### src/rtl/pe_uop_sequencer.sv
// pe_uop_sequencer: issues one PE's micro-op stream for a convolution job and returns its result.
// Optional build macro PE_OUT_MERGE_EN folds out_en into the job's last uop and skips the OUT step.

`ifndef XLEN
`define XLEN 32
`endif
`ifndef DATA_RANGE
`define DATA_RANGE `XLEN-1:0
`endif

module pe_uop_sequencer #(
   parameter int LEN_W = 8
) (
   input  logic               clk,
   input  logic               rst,
   input  logic               job_valid,
   output logic               job_ready,
   input  logic [LEN_W-1:0]   job_len,
   input  logic               job_bias,
   input  logic [`DATA_RANGE] job_bias_val,
   input  logic               job_relu,
   input  logic               op_valid,
   output logic               op_ready,
   input  logic [`DATA_RANGE] op_x,
   input  logic [`DATA_RANGE] op_w,
   output logic [`DATA_RANGE] pe_x,
   output logic [`DATA_RANGE] pe_weight,
   output logic               pe_in_valid,
   output logic               pe_flush,
   output logic               pe_out_en,
   output logic               pe_calc_bias,
   output logic               pe_calc_relu,
   input  logic [`DATA_RANGE] pe_result,
   input  logic               pe_out_valid,
   input  logic               pe_illegal_uop,
   output logic               res_valid,
   input  logic               res_ready,
   output logic [`DATA_RANGE] res_data,
   output logic               res_err
);

`ifdef PE_OUT_MERGE_EN
   localparam bit MERGE_EN = 1'b1;
`else
   localparam bit MERGE_EN = 1'b0;
`endif

   typedef enum logic [3:0] {
      S_IDLE,
      S_FLUSH,
      S_MAC,
      S_BIAS,
      S_RELU,
      S_OUT,
      S_WAIT1,
      S_WAIT2,
      S_RESP
   } state_t;

   state_t state, state_nxt;
   state_t after_mac, after_bias, after_relu;

   logic [LEN_W-1:0]   len_left, len_left_nxt;
   logic               bias_r, relu_r, err_r;
   logic [`DATA_RANGE] bias_val_r;
   logic               in_job;

   logic               uop_flush, uop_in_valid, uop_calc_bias, uop_calc_relu, uop_out_en;
   logic [`DATA_RANGE] uop_x, uop_w;

   // Successor of each compute step depends on which later steps the job enabled.
   always_comb begin
      after_relu = MERGE_EN ? S_WAIT1 : S_OUT;
      after_bias = relu_r ? S_RELU : after_relu;
      after_mac  = bias_r ? S_BIAS : after_bias;
   end

   assign in_job  = (state != S_IDLE) && (state != S_RESP);
   assign res_err = err_r;

   always_comb begin
      state_nxt     = state;
      len_left_nxt  = len_left;
      job_ready     = 1'b0;
      op_ready      = 1'b0;
      res_valid     = 1'b0;
      uop_flush     = 1'b0;
      uop_in_valid  = 1'b0;
      uop_calc_bias = 1'b0;
      uop_calc_relu = 1'b0;
      uop_out_en    = 1'b0;
      uop_x         = '0;
      uop_w         = '0;
      case (state)
         S_IDLE: begin
            job_ready = 1'b1;
            if (job_valid) begin
               len_left_nxt = job_len;
               state_nxt    = S_FLUSH;
            end
         end
         S_FLUSH: begin
            uop_flush = 1'b1;
            if (len_left != '0)
               state_nxt = S_MAC;
            else if (bias_r)
               state_nxt = S_BIAS;
            else if (relu_r)
               state_nxt = S_RELU;
            else
               state_nxt = S_OUT;
         end
         S_MAC: begin
            op_ready = 1'b1;
            if (op_valid) begin
               uop_in_valid = 1'b1;
               uop_x        = op_x;
               uop_w        = op_w;
               len_left_nxt = len_left - LEN_W'(1);
               if (len_left == LEN_W'(1)) begin
                  uop_out_en = MERGE_EN && !bias_r && !relu_r;
                  state_nxt  = after_mac;
               end
            end
         end
         S_BIAS: begin
            uop_in_valid  = 1'b1;
            uop_calc_bias = 1'b1;
            uop_w         = bias_val_r;
            uop_out_en    = MERGE_EN && !relu_r;
            state_nxt     = after_bias;
         end
         S_RELU: begin
            uop_calc_relu = 1'b1;
            uop_out_en    = MERGE_EN;
            state_nxt     = after_relu;
         end
         S_OUT: begin
            uop_out_en = 1'b1;
            state_nxt  = S_WAIT1;
         end
         S_WAIT1: state_nxt = S_WAIT2;
         S_WAIT2: state_nxt = S_RESP;
         S_RESP: begin
            res_valid = 1'b1;
            if (res_ready)
               state_nxt = S_IDLE;
         end
         default: state_nxt = S_IDLE;
      endcase
   end

   // The PE result is valid two cycles after out_en was decided; WAIT2 is that cycle.
   always_ff @(posedge clk) begin
      if (rst) begin
         state        <= S_IDLE;
         len_left     <= '0;
         bias_r       <= 1'b0;
         relu_r       <= 1'b0;
         bias_val_r   <= '0;
         err_r        <= 1'b0;
         res_data     <= '0;
         pe_flush     <= 1'b0;
         pe_in_valid  <= 1'b0;
         pe_calc_bias <= 1'b0;
         pe_calc_relu <= 1'b0;
         pe_out_en    <= 1'b0;
         pe_x         <= '0;
         pe_weight    <= '0;
      end else begin
         state        <= state_nxt;
         len_left     <= len_left_nxt;
         pe_flush     <= uop_flush;
         pe_in_valid  <= uop_in_valid;
         pe_calc_bias <= uop_calc_bias;
         pe_calc_relu <= uop_calc_relu;
         pe_out_en    <= uop_out_en;
         pe_x         <= uop_x;
         pe_weight    <= uop_w;
         if (state == S_IDLE && job_valid) begin
            bias_r     <= job_bias;
            bias_val_r <= job_bias_val;
            relu_r     <= job_relu;
            err_r      <= 1'b0;
         end
         if (in_job && pe_illegal_uop)
            err_r <= 1'b1;
         if (state == S_WAIT2) begin
            res_data <= pe_result;
            if (!pe_out_valid)
               err_r <= 1'b1;
         end
      end
   end

endmodule

### config.mk
export PLATFORM = sky130hd
export DESIGN_NAME = pe_uop_sequencer
export DESIGN_NICKNAME = d
export VERILOG_FILES = /design/src/rtl/pe_uop_sequencer.sv
export SDC_FILE = /design/constraint.sdc
export NUM_CORES = 1
export LEC_CHECK = 0
export ABC_CLOCK_PERIOD_IN_PS = 3870
export CELL_PAD_IN_SITES_DETAIL_PLACEMENT = 1
export CELL_PAD_IN_SITES_GLOBAL_PLACEMENT = 2
export CORE_ASPECT_RATIO = 1.2
export CORE_MARGIN = 2
export CORE_UTILIZATION = 36
export DETAILED_ROUTE_END_ITERATION = 8
export DONT_BUFFER_PORTS = 1
export GPL_TIMING_DRIVEN = 0
export PLACE_DENSITY_LB_ADDON = 0.15
export SYNTH_ARGS = -nofsm -noshare
export SYNTH_HDL_FRONTEND = slang
export SYNTH_SLANG_ARGS = --single-unit
### constraint.sdc
create_clock -name clk -period 3.87 [get_ports clk]
set_input_delay 0.387 -clock clk [delete_from_list [all_inputs] [get_ports clk]]
set_output_delay 0.387 -clock clk [all_outputs]
set_load 0.01 [all_outputs]
Yosys cells after proc, flatten, opt, wreduce, memory -nomap -nowiden
Cells that the tools add are included.

Register bits after elaboration: 148. Bits of input ports: 145. Output and inout bits: 105.

Add/sub/neg operators: 1. Equal/unequal tests: 14. Muxes and demuxes: 26. Bitwise gates (word level): 2. Reductions and logical operators: 10.

Operators by type and width (number): one-hot mux 32 bit (2 select lines) (1); one-hot mux 4 bit (9 select lines) (1); 2-to-1 mux 32 bit (1); equality test 4 x 3 -> 1 bit, second input constant (4); 2-to-1 mux 4 bit (4); 2-to-1 mux 8 bit (2); one-hot mux 8 bit (2 select lines) (1); 2-to-1 mux 1 bit (13); equality test 4 x 2 -> 1 bit, second input constant (2); equality test 8 x 1 -> 1 bit, second input constant (1); inequality test 2 bit, second input constant (4); nonzero test 8 bit (1); subtractor 8 x 1 -> 8 bit, second input constant (1); 2-to-1 mux 3 bit (2); equality test 4 x 1 -> 1 bit, second input constant (1); equality test 4 bit, second input constant (1); zero test 4 bit (1); inequality test 4 bit, second input constant (1); AND reduction 4 bit (1); nonzero test 4 bit (1); logical AND 1 bit (3); AND reduction 3 bit (1); OR reduction 3 bit (1); inverter 1 bit (2); other kinds (2) (2).

Longest topological paths before layout
Depth after elaboration: 6. Mapped depth: 7.

Worst setup path after synthesis
Ideal clock, no wire load.

Kind: reg-to-reg. From: register state[3]. To: register bias_val_r[10]. Arrival: 1654 ps. Data required time: 3738 ps. Slack: 2084 ps. Stages on the path, launching flop included: 7. Clock period less this slack: 1786 ps. Path through: dfxtp_1 > buf_2 > nor4_1 > nand2_1 > clkbuf_1 > nand2_1 > a21oi_1.

Word-level cells in the longest chain between the ends: 2.

RTL lines: from (decl) (line 60) `state_t state, state_nxt;`; from (signal assigned) (line 171) `state <= state_nxt;`; zero test 4 bit (line 180) `if (state == S_IDLE && job_valid) begin`; logical AND 1 bit (line 180); to (signal assigned) (line 182) `bias_val_r <= job_bias_val;`; to (decl) (line 65) `` logic [`DATA_RANGE] bias_val_r; ``.

Every way passes these cells. A chain may end at the register's enable or synchronous reset.

Final worst setup path
From: register state[3]. To: register bias_val_r[29].

Same word-level chain as after synthesis.

==> out/qor.csv <==
stage;metric;value;unit
outcome;outcome;finished clean;
logic_synthesis;Cells after Synth;595;
finish;sequential cell area;0.002963;mm²
hold_path;HP Class;in -> reg;
logic_synthesis;Commonest cells post-synth;dfxtp_1 (148), nand2_1 (139), a21oi_1 (77), nor2_1 (45), and2_1 (36);
detailed_routing;Final ANT Viol Nets;0;
global_route;total congestion overflow;0;
global_route;antenna violations before repair;0;
placement;Area after DPL;0.005420;mm²
die;Core Area;0.01423;mm²
sta;worst-case clock skew;0.006891;ns
finish;Filler cells;1682;
finish;diodes inserted;0;
setup_path;Critical Path RT;4.15;ns
logic_synthesis;Yosys top cell area share;0.5696;
finish;Layout Nets;762;
power;PwrDens;706.3;mW/mm²
logic_synthesis;area leader, netlist;dfxtp_1;
global_route;pin count of the biggest net entering global routing;17;
logic_synthesis;Avg Cell Area, Syn;8.742;µm²
sta;setup TNS;0;ns
logic_synthesis;count leader, synth;dfxtp_1;
detailed_routing;final wirelength;14.31;mm
clock_network;clk sinks;148;
sta;fmax;422.4;MHz
setup_path;CP Cell Sequence;buf_2, nor4_1, nand2_1, clkbuf_1, nand2_1, a21oi_1;
finish;cell area after layout;0.005983;mm²
placement;placed insts;770;
sta;count of final hold-check violations;0;
flow_run;Max-cap violations;0;
logic_synthesis;Seq/Total Area, Yosys;0.5696;
setup_path;max incr delay on CP;0.78;ns
die;Initial Util;0.3654;
clock_network;Root Driver;clkbuf_16;
global_route;gr usage total;0.1838;
sta;Pins Over Slew Limit;0;
finish;Syn-to-layout area delta;15.03;%
die;Die W;113.7;µm
detailed_routing;initial DRC count;139;
setup_path;CP startpoint kind;register;
setup_path;CP max FO;10;
logic_synthesis;number of flops mapped to enable cells by yosys;0;
detailed_routing;number of remaining DRC errors;0;
sta;min Tclk post-route;2.368;ns
power;Leak;2.099;nW
setup_path;Worst EP arrival;2.65;ns
detailed_routing;DR pass1 iterations;4;
detailed_routing;DR WL/cell;17.84;µm
die;# IOs;250;
placement;IO Port Bufs;0;
logic_synthesis;yosys warns;0;
clock_network;clk_lat worst skew;0.42;ns
logic_synthesis;Async SR Flop Fraction;0;
clock_network;total CTS buffers;17;
logic_synthesis;count of different cell masters after synthesis;42;
power;Design Power;0.004226;W
logic_synthesis;FF+latch count, synth;148;
clock_network;post-CTS setup buffers;0;
clock_network;CTS tree;built;
logic_synthesis;Syn Std Cell Area;0.005201;mm²
finish;area of the multi-input gates;0.002029;mm²
setup_path;CP Capture Type;register;
placement;dpl hpwl;11.13;mm
setup_path;Worst path most repeated cell;nand2_1;
sta;Final setup violation count;0;
power;worst vdd ir;0.0002324;V
clock_network;# resized after CTS;0;
sta;Tcrit/Tclk final;0.6118;
finish;Final Non-Filler Cells;802;
global_route;first-pass GRT wire length;21.96;mm
clock_network;Hold Buf Count CTS;0;
finish;layout cells sized above 1;0.08772;
clock_network;Reg clk slew, reported paths;0.07;ns
sta;worst-margin pin slew;1.323;ns
sta;PnR worst setup slack;1.502;ns
setup_path;crit path kind;reg -> reg;
global_route;vias in the first global route;4219;
clock_network;clk buf depth;2;
die;die area;0.01543;mm²
placement;routability cong.;0.8056;
logic_synthesis;syn_nets;743;
die;# rows;48;
detailed_routing;vias per std cell;5.182;
sta;RSZ-0062 raised after global routing;false;
clock_network;H-tree depth;4;
detailed_routing;vias post-DR;4156;
die;die height;135.7;µm
logic_synthesis;Post-synth top flop;dfxtp_1;
logic_synthesis;Area contributors post-synth;dfxtp_1 (57%), nand2_1 (10%), a21oi_1 (7.4%), a22oi_1 (4.6%), and2_1 (4.3%);
setup_path;CP max stage cell;nor4_1;
sta;Slew Limit Headroom;0.1097;
placement;pre-CTS setup slack;1.448;ns
metal layers:
| metal | vias to the layer above | GRT usage | routed length (µm) |
|---|---|---|---|
| li1 | 2033 | - | - |
| met1 | 1923 | 0.1956 | 5405 |
| met2 | 175 | 0.3180 | 7140 |
| met3 | 25 | 0.07919 | 1369 |
| met4 | 0 | 0.07724 | 393 |
| met5 | - | 0 | 0 |
path summary, 6_finish.rpt:
path                 startpoint             end  slack, ns  cells past startpoint
hold reg to reg   bias_val_r[7]   bias_val_r[7]       0.45                      2
setup reg to reg       state[3]  bias_val_r[29]       1.50                      6
hold / removal         op_x[26]        pe_x[26]       0.09                      1
setup / recovery       state[3]  bias_val_r[29]       1.50                      6
critical path, delay by kind of cell (launching register included):
family / cells / cell delay [ns]
buf+inv: 2 / 0.50
simple gates: 3 / 1.34
flops: 1 / 0.32
compound gates: 1 / 0.07
layout by cell type, fill, tap and decap left out, drive strengths merged, types with 3 or more instances in the layout:
cell type and n:
a211oi 5, a21oi 77, a22oi 32, and2 36, buf 14, clkbuf 47
clkinv 6, dfxtp 148, ha 3, inv 13, nand2 139, nand2b 7
nor2 45, nor3 6, nor4 3, o21ai 11, or2 3
stage by stage:
step / hold slack (ns) / util
2_1_floorplan: 0.4360 / -
3_3_place_gp: 0.4433 / 0.3808
3_5_place_dp: 0.4480 / 0.3808
4_1_cts: 0.06769 / 0.4204
5_1_grt: 0.05864 / 0.4204
6_report: 0.08627 / 0.4204
power breakdown:
group,leakage [nW],internal (W),switching (W),total (W)
registers,1.20,0.00168,0.000135,0.00182
clock network,0.278,0.000848,0.000704,0.00155
logic,0.622,0.000297,0.000558,0.000855
logic make-up (layout without fill, tap and decap cells):
kind of cell,count (synthesis),after routing,synth area share
buffers and inverters,49,81,0.04017
adders and majority gates,3,3,0.007218
AOI/OAI and AO/OA,138,138,0.1573
and+or+nand+nor,255,255,0.2216
DFF,148,148,0.5696
muxes,2,2,0.004089
state kept, by name, summed over array words and instances (netlist names), 4 cells and up:
signal,count
res_data,32
pe_weight,32
len_left,8
bias_val_r,32
state,4
pe_x,32
cell type report:
type | count | share of cell area
Buffer | 44 | 0.03179
Sequential cell | 148 | 0.4952
Clock inverter | 15 | 0.02300
Multi-Input combinational cell | 398 | 0.3392
Inverter | 5 | 0.003137
Tap cell | 175 | 0.03660
Clock buffer | 17 | 0.07110
Power figures use the tool's default switching activity.
